<file path="src/rtl/uart_tx_serializer.sv">
`timescale 1ns/1ps
// ---------------------------------------------------------------------------
// uart_tx_serializer
//
// Transmit-side consumer of the UART TX FIFO. Pops one byte at a time with an
// active-low read strobe and waits out the FIFO read latency. It then latches
// the byte together with the frame configuration and shifts out one
// asynchronous frame: start bit, 7 or 8 data bits LSB first, optional
// parity, and 1 or 2 stop bits. Every bit lasts 16 baud_tick pulses.
//
// State table:
//   state  | meaning
//   -------+---------------------------------------------------------------
//   IDLE   | line idle high, waiting for the FIFO to become non-empty
//   FETCH  | one-clock pop strobe (fifo_read_n = 0)
//   WAIT   | waiting out the FIFO read latency; byte + config latched at end
//   ARM    | byte ready, waiting for a baud_tick to align the start bit
//   START  | start bit (txd = 0) for 16 ticks
//   DATA   | data bits, LSB first, 16 ticks each
//   PARITY | optional parity bit
//   STOP   | stop bit(s), txd = 1, 16 ticks each
//
// Ports:
//   clock        system clock, rising edge
//   reset        asynchronous active-high reset
//   baud_tick    one-clock pulse at 16x the baud rate
//   bit8         1 = 8 data bits, 0 = 7 data bits
//   parity_en    1 = append a parity bit
//   odd_n_even   1 = odd parity, 0 = even parity
//   fifo_empty   TX FIFO empty flag
//   fifo_data    TX FIFO read data
//   fifo_read_n  active-low FIFO pop strobe, one clock per byte
//   txd          serial data out, idles high
//   tx_busy      high in every state except IDLE
// ---------------------------------------------------------------------------
module uart_tx_serializer #(
    parameter bit SYNC_RESET   = 1'b0,
    parameter int READ_LATENCY = 2,
    parameter int STOP_BITS    = 1
) (
    input  logic       clock,
    input  logic       reset,
    input  logic       baud_tick,
    input  logic       bit8,
    input  logic       parity_en,
    input  logic       odd_n_even,
    input  logic       fifo_empty,
    input  logic [7:0] fifo_data,
    output logic       fifo_read_n,
    output logic       txd,
    output logic       tx_busy
);

    typedef enum logic [2:0] {
        S_IDLE,
        S_FETCH,
        S_WAIT,
        S_ARM,
        S_START,
        S_DATA,
        S_PARITY,
        S_STOP
    } state_t;

    // The WAIT down-counter is loaded in FETCH and terminates at zero, so
    // WAIT spans READ_LATENCY clocks and the latch edge is the one that ends
    // the clock in which the FIFO presents valid data.
    localparam logic [1:0] WAIT_LOAD = 2'(READ_LATENCY - 1);
    localparam logic       STOP_LAST = 1'(STOP_BITS - 1);

    // SYNC_RESET is carried only so the core can share one parameter set;
    // this block's flops always use the asynchronous reset.
    if (SYNC_RESET != 1'b0) begin : g_sync_reset_passthru
    end

    state_t     state;
    state_t     state_next;

    logic [1:0] wait_cnt;
    logic [3:0] tick_cnt;
    logic [2:0] bit_cnt;
    logic       stop_cnt;
    logic [7:0] shift_reg;
    logic       parity_acc;

    logic       cfg_bit8;
    logic       cfg_parity_en;
    logic       cfg_odd;

    logic       tick_wrap;
    logic       last_data_bit;
    logic       last_stop_bit;
    logic       wait_done;
    logic [2:0] last_bit_idx;

    assign tick_wrap     = baud_tick && (tick_cnt == 4'd15);
    assign last_bit_idx  = cfg_bit8 ? 3'd7 : 3'd6;
    assign last_data_bit = (bit_cnt == last_bit_idx);
    assign last_stop_bit = (stop_cnt == STOP_LAST);
    assign wait_done     = (wait_cnt == 2'd0);

    // State register
    always_ff @(posedge clock or posedge reset) begin
        if (reset) begin
            state <= S_IDLE;
        end else begin
            state <= state_next;
        end
    end

    // Next state and outputs. Outputs decode directly from registered state
    // so that an asynchronous reset forces the idle line level at once.
    always_comb begin
        state_next  = state;
        fifo_read_n = 1'b1;
        txd         = 1'b1;
        tx_busy     = 1'b1;

        case (state)
            S_IDLE: begin
                tx_busy = 1'b0;
                if (!fifo_empty) begin
                    state_next = S_FETCH;
                end
            end
            S_FETCH: begin
                fifo_read_n = 1'b0;
                state_next  = S_WAIT;
            end
            S_WAIT: begin
                if (wait_done) begin
                    state_next = S_ARM;
                end
            end
            S_ARM: begin
                if (baud_tick) begin
                    state_next = S_START;
                end
            end
            S_START: begin
                txd = 1'b0;
                if (tick_wrap) begin
                    state_next = S_DATA;
                end
            end
            S_DATA: begin
                txd = shift_reg[0];
                if (tick_wrap && last_data_bit) begin
                    state_next = cfg_parity_en ? S_PARITY : S_STOP;
                end
            end
            S_PARITY: begin
                txd = parity_acc ^ cfg_odd;
                if (tick_wrap) begin
                    state_next = S_STOP;
                end
            end
            S_STOP: begin
                if (tick_wrap && last_stop_bit) begin
                    state_next = S_IDLE;
                end
            end
            default: begin
                state_next = S_IDLE;
            end
        endcase
    end

    // Read-latency down-counter
    always_ff @(posedge clock or posedge reset) begin
        if (reset) begin
            wait_cnt <= 2'd0;
        end else if (state == S_FETCH) begin
            wait_cnt <= WAIT_LOAD;
        end else if (state == S_WAIT && !wait_done) begin
            wait_cnt <= wait_cnt - 2'd1;
        end
    end

    // Byte and frame configuration capture. Config is frozen here so that
    // input changes during the frame cannot alter its shape.
    always_ff @(posedge clock or posedge reset) begin
        if (reset) begin
            shift_reg     <= 8'h00;
            parity_acc    <= 1'b0;
            cfg_bit8      <= 1'b0;
            cfg_parity_en <= 1'b0;
            cfg_odd       <= 1'b0;
        end else if (state == S_WAIT && wait_done) begin
            shift_reg     <= fifo_data;
            parity_acc    <= 1'b0;
            cfg_bit8      <= bit8;
            cfg_parity_en <= parity_en;
            cfg_odd       <= odd_n_even;
        end else if (state == S_DATA && tick_wrap) begin
            // Parity folds in only the bits actually sent, so a 7-bit frame
            // never includes fifo_data[7].
            shift_reg  <= {1'b0, shift_reg[7:1]};
            parity_acc <= parity_acc ^ shift_reg[0];
        end
    end

    // Tick counter: advances only on baud_tick while a frame is on the line
    always_ff @(posedge clock or posedge reset) begin
        if (reset) begin
            tick_cnt <= 4'd0;
        end else if (state == S_ARM) begin
            if (baud_tick) begin
                tick_cnt <= 4'd0;
            end
        end else if (state == S_START || state == S_DATA ||
                     state == S_PARITY || state == S_STOP) begin
            if (baud_tick) begin
                tick_cnt <= tick_cnt + 4'd1;
            end
        end
    end

    // Data-bit and stop-bit counters
    always_ff @(posedge clock or posedge reset) begin
        if (reset) begin
            bit_cnt  <= 3'd0;
            stop_cnt <= 1'b0;
        end else if (state == S_ARM && baud_tick) begin
            bit_cnt  <= 3'd0;
            stop_cnt <= 1'b0;
        end else if (state == S_DATA && tick_wrap) begin
            bit_cnt <= bit_cnt + 3'd1;
        end else if (state == S_STOP && tick_wrap) begin
            stop_cnt <= stop_cnt + 1'b1;
        end
    end

endmodule

</file>
<file path="config.mk">
export PLATFORM = sky130hd
export DESIGN_NAME = uart_tx_serializer
export DESIGN_NICKNAME = d
export VERILOG_FILES = /design/src/rtl/uart_tx_serializer.sv
export SDC_FILE = /design/constraint.sdc
export NUM_CORES = 1
export LEC_CHECK = 0
export CAP_MARGIN = 20
export CELL_PAD_IN_SITES_DETAIL_PLACEMENT = 2
export CELL_PAD_IN_SITES_GLOBAL_PLACEMENT = 2
export CORE_ASPECT_RATIO = 2
export CORE_MARGIN = 2
export CORE_UTILIZATION = 31
export CTS_CLUSTER_SIZE = 14
export DETAILED_ROUTE_END_ITERATION = 10
export PLACE_DENSITY = 0.82
export REMOVE_ABC_BUFFERS = 1
export SYNTH_ARGS = -nofsm -noshare
export SYNTH_HDL_FRONTEND = slang
export SYNTH_SLANG_ARGS = --single-unit
</file>
<file path="constraint.sdc">
create_clock -name clock -period 1.6 [get_ports clock]
set_clock_uncertainty 0.1 [all_clocks]
set_input_delay 0.24 -clock clock [delete_from_list [all_inputs] [get_ports clock]]
set_output_delay 0.24 -clock clock [all_outputs]
set_load 0.02 [all_outputs]
</file>
## Yosys cells after proc, flatten, opt, wreduce, memory -nomap -nowiden

Cells that the tools add are included.

- Register bits after elaboration: 25
- Bits of input ports: 15
- Logic and storage cells: 85

- Add/subtract/negate cells: 4
- Equality and inequality tests: 18
- Muxes and demuxes: 28
- Bitwise operators: 3
- Reduce and logical (&&, ||, !) cells: 22

Operators with widths:

| operator | count |
|---|---|
| two-way mux 3 bit | 9 |
| one-hot mux 3 bit (8 select lines) | 1 |
| two-way mux 4 bit | 4 |
| two-way mux 8 bit | 2 |
| != test 2 bit, second input constant | 8 |
| equality test 3 bit, second input constant | 4 |
| nonzero test 2 bit | 5 |
| two-way mux 1 bit | 9 |
| logical AND 1 bit | 8 |
| AND reduction 7 bit | 1 |
| equality test 3 x 2 -> 1 bit, second input constant | 2 |
| adder 4 x 1 -> 4 bit, second input constant | 1 |
| equality test 4 bit, second input constant | 1 |
| two-way mux 2 bit | 2 |
| adder 3 x 1 -> 3 bit, second input constant | 1 |
| equality test 3 x 1 -> 1 bit, second input constant | 1 |
| equality test 3 bit | 1 |
| zero test 3 bit | 1 |
| logical OR 1 bit | 3 |
| one-hot mux 1 bit (3 select lines) | 1 |
| AND reduction 3 bit | 1 |
| zero test 2 bit | 1 |
| != test 2 x 1 -> 1 bit, second input constant | 1 |
| AND reduction 2 bit | 1 |
| other kinds (5) | 6 |

## Longest topological paths before layout

Gate-level depths: netlist (run 1).

- Depth after elaboration: 6
- Mapped depth: 7

## Worst setup path after synthesis (run 1)

Ideal clock, no wire load.

- Path type: register to register
- Start point: register wait_cnt[0]
- End point: register cfg_odd
- Data arrival time: 1.477 ns
- Data required time: 1.375 ns
- Slack: -0.101 ns
- Stages on the path, launching flop included: 7
- Buffers on the path: 2
- Period minus slack after synthesis: 1.701 ns
- Path through: dfrtp_1 > inv_1 > ha_1 > nor4bb_1 > buf_2 > buf_6 > mux2_2

- Longest elaborated chain between the ends: 2

RTL lines:

| element | line | RTL |
|---|---|---|
| start, declared | 79 | `logic [1:0] wait_cnt;` |
| start signal, assigned | 176 | `wait_cnt <= wait_cnt - 2'd1;` |
| zero test 2 bit | 100 | `assign wait_done = (wait_cnt == 2'd0);` |
| logical AND 1 bit | 189 | `end else if (state == S_WAIT && wait_done) begin` |
| end signal, assigned | 194 | `cfg_odd <= odd_n_even;` |
| end, declared | 88 | `logic cfg_odd;` |

No other way between the ends.
A chain may end at the register's enable or synchronous reset.

## Final worst setup path (run 1)

- Start point: register state[0]
- End point: register shift_reg[5]

- Longest elaborated chain between the ends: 3
- Elaborated cells on any way between the ends: 6
- Classes of those cells: eq/ne (2); mux (1); reduce/logical (3)

RTL lines:

| element | line | RTL |
|---|---|---|
| start, declared | 76 | `state_t state;` |
| start signal, assigned | 107 | `state <= state_next;` |
| equality test 3 x 2 -> 1 bit or equality test 3 bit (tied branches) | 189, 195 |  |
| logical AND 1 bit, on equally long branches | 189, 195 |  |
| two-way mux 8 bit or nonzero test 2 bit (tied branches) | n/a |  |
| end signal, assigned | 190 | `shift_reg <= fifo_data;` |
| end signal, assigned | 198 | `shift_reg <= {1'b0, shift_reg[7:1]};` |
| end, declared | 83 | `logic [7:0] shift_reg;` |

Several ways; a longest one is shown, not always the timed one.

==> impl_metrics.toml, run 1 <==
[timing]
fmax_mhz = 596
rsz0062_at_grt = "yes"
setup_ws_ns = -0.0766
drv_slew = 0
hold_viol = 0
hold_ws_ns = 0.211
finalSetupViolCount = 11
worst_slew_pin_slew_ns = 0.341
layout_min_cycle_time_ns = 1.68
relSlewSlack_pct = 77.3
period_share_pct = 105

[global_routing]
grt_pass1_vias = 1557
grt_pass1_wl_um = 8220
overflow = 0
antenna_found_initial = 0
grt_start_max_net_pins = 26
grt.total_usage_pct = 21.9

[drt]
viasPerCell = 5.43
drtPass1Iterations = 2
dr_total_vias = 1298
drtAntennaViolNets = 0
wl_per_cell_um = 20.5
drt_iter0_drc = 14
wl_um = 4900
drc_errors = 0

[final_layout]
num_antenna_cells = 0
most-common-layout-cells = "33 x buf_4, 22 x dfrtp_1, 14 x clkdlybuf4s50_1, 8 x buf_6, 7 x inv_1"
largest_reg_flops = 8
layout-drive-gt1-share_pct = 39.5
mostFrequentLayoutCell = "buf_4"
final_nets = 204
instances_no_fill = 239
syn2layout_area_growth_pct = 48.1

[floorplanning]
row_count = 34
core_region_area_mm2 = 0.00430
die_w_um = 51.2
dieArea_mm2 = 0.00503
initial_core_util_pct = 32.1
ios = 18
die_h_um = 98.4

[setup_path]
cp-end-kind = "register"
crit_required_ns = 1.67
path_class = "reg -> reg"
r2r_end = "shift_reg[5]$_DFFE_PP0P_"
worstSetupStartpointType = "register"
startpoint = "state[0]$_DFFE_PP0P_"
crit_fanout = 6
slowest_delay_ns = 0.43
arrival_ns = 1.74
crit_end = "shift_reg[5]$_DFFE_PP0P_"
path_cells = "buf_6, buf_4, and4b_4, and2_4, a221o_1"
r2r_cells = 5
critPathSlowestCell = "dfrtp_2"
cp.depth = 5
crit_family = "flip-flops"
critPathBufInv = 2
rr_startpoint = "state[0]$_DFFE_PP0P_"
rrSetupSlack_ns = -0.08

[clock_network]
cts_max_path_buffers = 2
path_clk_slew_ns = 0.10
cts_num_sinks = 25
clk_latency_ns = 0.28
cts_root_buf = "clkbuf_8"
h-tree-depth = 1
cts_tree = "done"
cts_inserted_buffers = 3

[hold_path]
min_path_type = "in -> async"

[pwr]
p_leak_nw = 0.986
vdd_ir_drop_max_mv = 0.591
powerDensity_mw_per_mm2 = 1190

[synth]
synth_flop_cell = "dfrtp_1"
netlist_instances = 134
netlist_area_mm2 = 0.00138
synth_edf_count = 0
ys_ff_latch = 25
ys_warn_count = 0
ys_seq_area_share_pct = 45.3
synth.avg_cell_area_um2 = 10.3
yosysUniqueCellTypes = 45
async_flop_share_pct = 100

[placed_design]
port_buffers = 17
placed_cells = 223
routabilityCongestion = 0.799
dp_hpwl_um = 3170

[status]
violations = "negative setup slack"
status = "complete, but fails checks"

[flow_run]
maxCapViolCount = 0
worst min-delay path: cells and delay by family:
| family | cells | cell delay, ns |
|---|---|---|
| buffers and inverters | 3 | 0.76 |
power by group:
group          total (mW)  internal, mW  switching, mW
Sequential          0.978         0.797          0.181
Clock               0.403         0.175          0.228
Combinational        1.05         0.580          0.469
cell type report:
type	instances	area (um^2)
Sequential cell	25	629
Fill cell	464	2250
Timing Repair Buffer	56	483
Tap cell	54	67.6
Multi-Input combinational cell	91	783
Clock buffer	3	41.3
Clock inverter	1	5.00
Inverter	9	33.8
stage by stage:
stage / setup WS, ns / TNS (ns) / util [%] / total power, mW / cell area (um^2)
2_1_floorplan: -1.05 / -11.81 / - / 1.33 / 1300
3_3_place_gp: -0.187 / -2.27 / 40.9 / 1.67 / 1760
3_5_place_dp: -0.310 / -3.99 / 40.9 / 1.77 / 1760
4_1_cts: -0.112 / -0.838 / 45.8 / 2.33 / 1970
5_1_grt: -0.126 / -1.48 / 47.6 / 2.57 / 2040
6_report: -0.0766 / -0.463 / 47.6 / 2.43 / 2040
worst min path at each step:
| stage | start | to | cells after the start |
|---|---|---|---|
| CTS | reset | bit_cnt[1]$_DFFE_PP0P_ | 3 |
| detailed placement | bit_cnt[2]$_DFFE_PP0P_ | bit_cnt[2]$_DFFE_PP0P_ | 1 |
| floorplan | reset | bit_cnt[0]$_DFFE_PP0P_ | 1 |
| global route | reset | tick_cnt[2]$_DFFE_PP0P_ | 3 |
| finish | reset | bit_cnt[1]$_DFFE_PP0P_ | 3 |
| global placement | bit_cnt[2]$_DFFE_PP0P_ | bit_cnt[2]$_DFFE_PP0P_ | 1 |
synth_stat cells, drive strengths merged (4+ instances only):
library cell	n	area, um^2
inv	9	33.8
and3	7	43.8
o21ai	8	40.0
dfrtp	25	626
a21oi	5	28.8
nand2	6	22.5
mux2i	4	40.0
nand4	4	25.0
buf	8	71.3
nor2	4	15.0
a221o	6	60.1
nand3	7	35.0
kinds of logic after synthesis:
logic type	count (synthesis)	synth area share [%]
and+or+nand+nor	45	19.4
AOI/OAI and AO/OA	33	17.8
DFF	25	45.3
buffers and inverters	19	8.16
muxes	7	5.35
adders and majority gates	3	2.72
xor gates and xnor gates	2	1.27
repair_timing:
action | in CTS | in global routing
gates resized for setup | 36 | 17
endpoints found under the setup margin | 22 | 24
setup buffers | 9 | 1
pin swaps | 7 | 12
hold buffers | 0 | 0
gates cloned | 2 | 0
routing by layer:
metal / global-route usage, % / part of all wire (%) / up-vias
li1: - / - / 595
met1: 23.7 / 38 / 680
met2: 43.0 / 59 / 17
met3: 2.29 / 1.7 / 6
met4: 4.99 / 1.2 / 0
met5: 0 / 0 / -
No activity file was read; power rests on OpenSTA's default activity.
==> inputs of run 2 (changes only) <==
- CORE_ASPECT_RATIO: 2 -> 0.7
==> run 2 against run 1 <==
Effect of this change:
- the flow still finishes with violations (negative setup slack)
- register-to-register slack worse by 0.10 ns
- sequential power is 1% higher
- design area is 4.3% higher
- global-route usage is 1.8 points higher
- setup slack worse by 0.10 ns
- clock-buffer cell count stayed put
- sequential share of layout area is 1.3 points lower
- sequential cell count stayed put
==> impl_metrics.toml, run 2 (synthesis gave the netlist of run 1 again) <==
[status]
status = "complete, but fails checks"
violations = "negative setup slack"

[clock_network]
cts_tree = "done"
cts_num_sinks = 25
path_clk_slew_ns = 0.10
cts_max_path_buffers = 2
h-tree-depth = 1
cts_root_buf = "clkbuf_8"
hold_buffers = 0
cts_inserted_buffers = 3
clk_latency_ns = 0.29

[timing]
drv_slew = 0
relSlewSlack_pct = 75.7
period_share_pct = 111
rsz0062_at_grt = "yes"
setup_ws_ns = -0.180
layout_min_cycle_time_ns = 1.78
worst_slew_pin_slew_ns = 0.364
finalSetupViolCount = 17
hold_viol = 0
fmax_mhz = 562
hold_ws_ns = 0.237

[global_routing]
overflow = 0
grt_pass1_wl_um = 8890
grt_pass1_vias = 1529
grt.total_usage_pct = 23.7
grt_start_max_net_pins = 26
antenna_found_initial = 0

[placed_design]
dp_hpwl_um = 3290
placed_cells = 225
port_buffers = 17
routabilityCongestion = 0.779
placedInstanceArea_mm2 = 0.00176

[final_layout]
mostFrequentLayoutCell = "buf_4"
num_antenna_cells = 0
largest_reg_flops = 8
finalInstanceArea_mm2 = 0.00213
syn2layout_area_growth_pct = 54.4
multi_input_area_um2 = 805
most-common-layout-cells = "36 x buf_4, 23 x dfrtp_1, 14 x clkdlybuf4s50_1, 7 x inv_1, 7 x buf_6"
layout-drive-gt1-share_pct = 42.1
fillCellCount = 450
ff_latch_area_um2 = 628
instances_no_fill = 245
final_nets = 209

[floorplanning]
row_count = 20
ios = 18
die_h_um = 59.8
initial_core_util_pct = 32.1
dieArea_mm2 = 0.00501
core_region_area_mm2 = 0.00430
die_w_um = 83.8

[drt]
drc_errors = 0
drtAntennaViolNets = 0
dr_total_vias = 1368
drt_iter0_drc = 71
viasPerCell = 5.58
wl_per_cell_um = 25.3
drtPass1Iterations = 4
wl_um = 6200

[pwr]
p_leak_nw = 1.03
powerDensity_mw_per_mm2 = 1210
vdd_ir_drop_max_mv = 0.544
fin_total_pwr_mw = 2.58

[setup_path]
worstSetupStartpointType = "register"
rr_startpoint = "state[1]$_DFFE_PP0P_"
slowest_delay_ns = 0.47
critPathSlowestCell = "dfrtp_1"
r2r_end = "cfg_odd$_DFFE_PP0P_"
arrival_ns = 1.87
crit_path_frequent_cell = "buf_6"
critPathBufInv = 3
path_class = "reg -> reg"
crit_family = "flip-flops"
path_cells = "buf_6, nor4bb_4, buf_6, buf_4, mux2_2"
r2r_cells = 5
rrSetupSlack_ns = -0.18
crit_required_ns = 1.68
crit_fanout = 4
cp-end-kind = "register"

[flow_run]
maxCapViolCount = 0

[hold_path]
min_path_type = "in -> async"
run 2: changes by cell type in the layout (fill, tap and decap cells not counted), moves of 2 or more:
cell	delta
buf_12	+2
mux2_4	+2
nand3_1	-2
buf_4	+3
mux2_2	-2
run 2: timing repair:
| item | 4_1_cts | 5_1_grt |
|---|---|---|
| setup buffers | 8 | 8 |
| gates cloned | 2 | 0 |
| resized for setup | 27 | 33 |
| pin swaps | 7 | 12 |
| setup endpoints to repair | 19 | 26 |
run 2: power breakdown:
part	switching (mW)	internal [mW]	total [mW]
clock	0.246	0.176	0.422
sequential	0.195	0.797	0.992
combinational	0.549	0.613	1.16
total	0.990	1.59	2.58
run 2: worst max path at each step:
stage,start,end,cells past startpoint
4_1_cts,state[2]$_DFFE_PP0P_,cfg_bit8$_DFFE_PP0P_,5
3_3_place_gp,state[0]$_DFFE_PP0P_,tx_busy,2
5_1_grt,state[1]$_DFFE_PP0P_,cfg_odd$_DFFE_PP0P_,5
3_5_place_dp,wait_cnt[0]$_DFFE_PP0P_,shift_reg[4]$_DFFE_PP0P_,6
6_report,state[1]$_DFFE_PP0P_,cfg_odd$_DFFE_PP0P_,5
2_1_floorplan,wait_cnt[0]$_DFFE_PP0P_,shift_reg[1]$_DFFE_PP0P_,5
run 2: layout make-up:
class	instances	share of cell area, %
Multi-Input combinational cell	91	37.8
Sequential cell	25	29.5
Timing Repair Buffer	61	25.8
Tap cell	55	3.23
Clock buffer	3	1.94
Inverter	9	1.59
Clock inverter	1	0.235
run 2: metal layers:
layer / wire length [um] / global-route usage, %
met5: 0 / 0
met3: 157 / 4.01
met1: 2870 / 29.6
met4: 102 / 5.99
met2: 3060 / 43.5
run 2: per-stage QoR:
step,setup TNS (ns),worst slack (ns),util (%)
final,-1.93,-0.180,49.5
after global routing,-2.58,-0.206,49.5
after CTS,-1.27,-0.137,45.5
after detailed placement,-2.86,-0.177,41.0
after global placement,-1.36,-0.121,41.0
after floorplan,-11.81,-1.05,-
run 2: worst reg2reg max path: cells and delay by family, from the launching register on:
family,cells,cell delay (ns)
simple gates,1,0.35
flops,1,0.47
buf+inv,3,0.43
mux,1,0.33
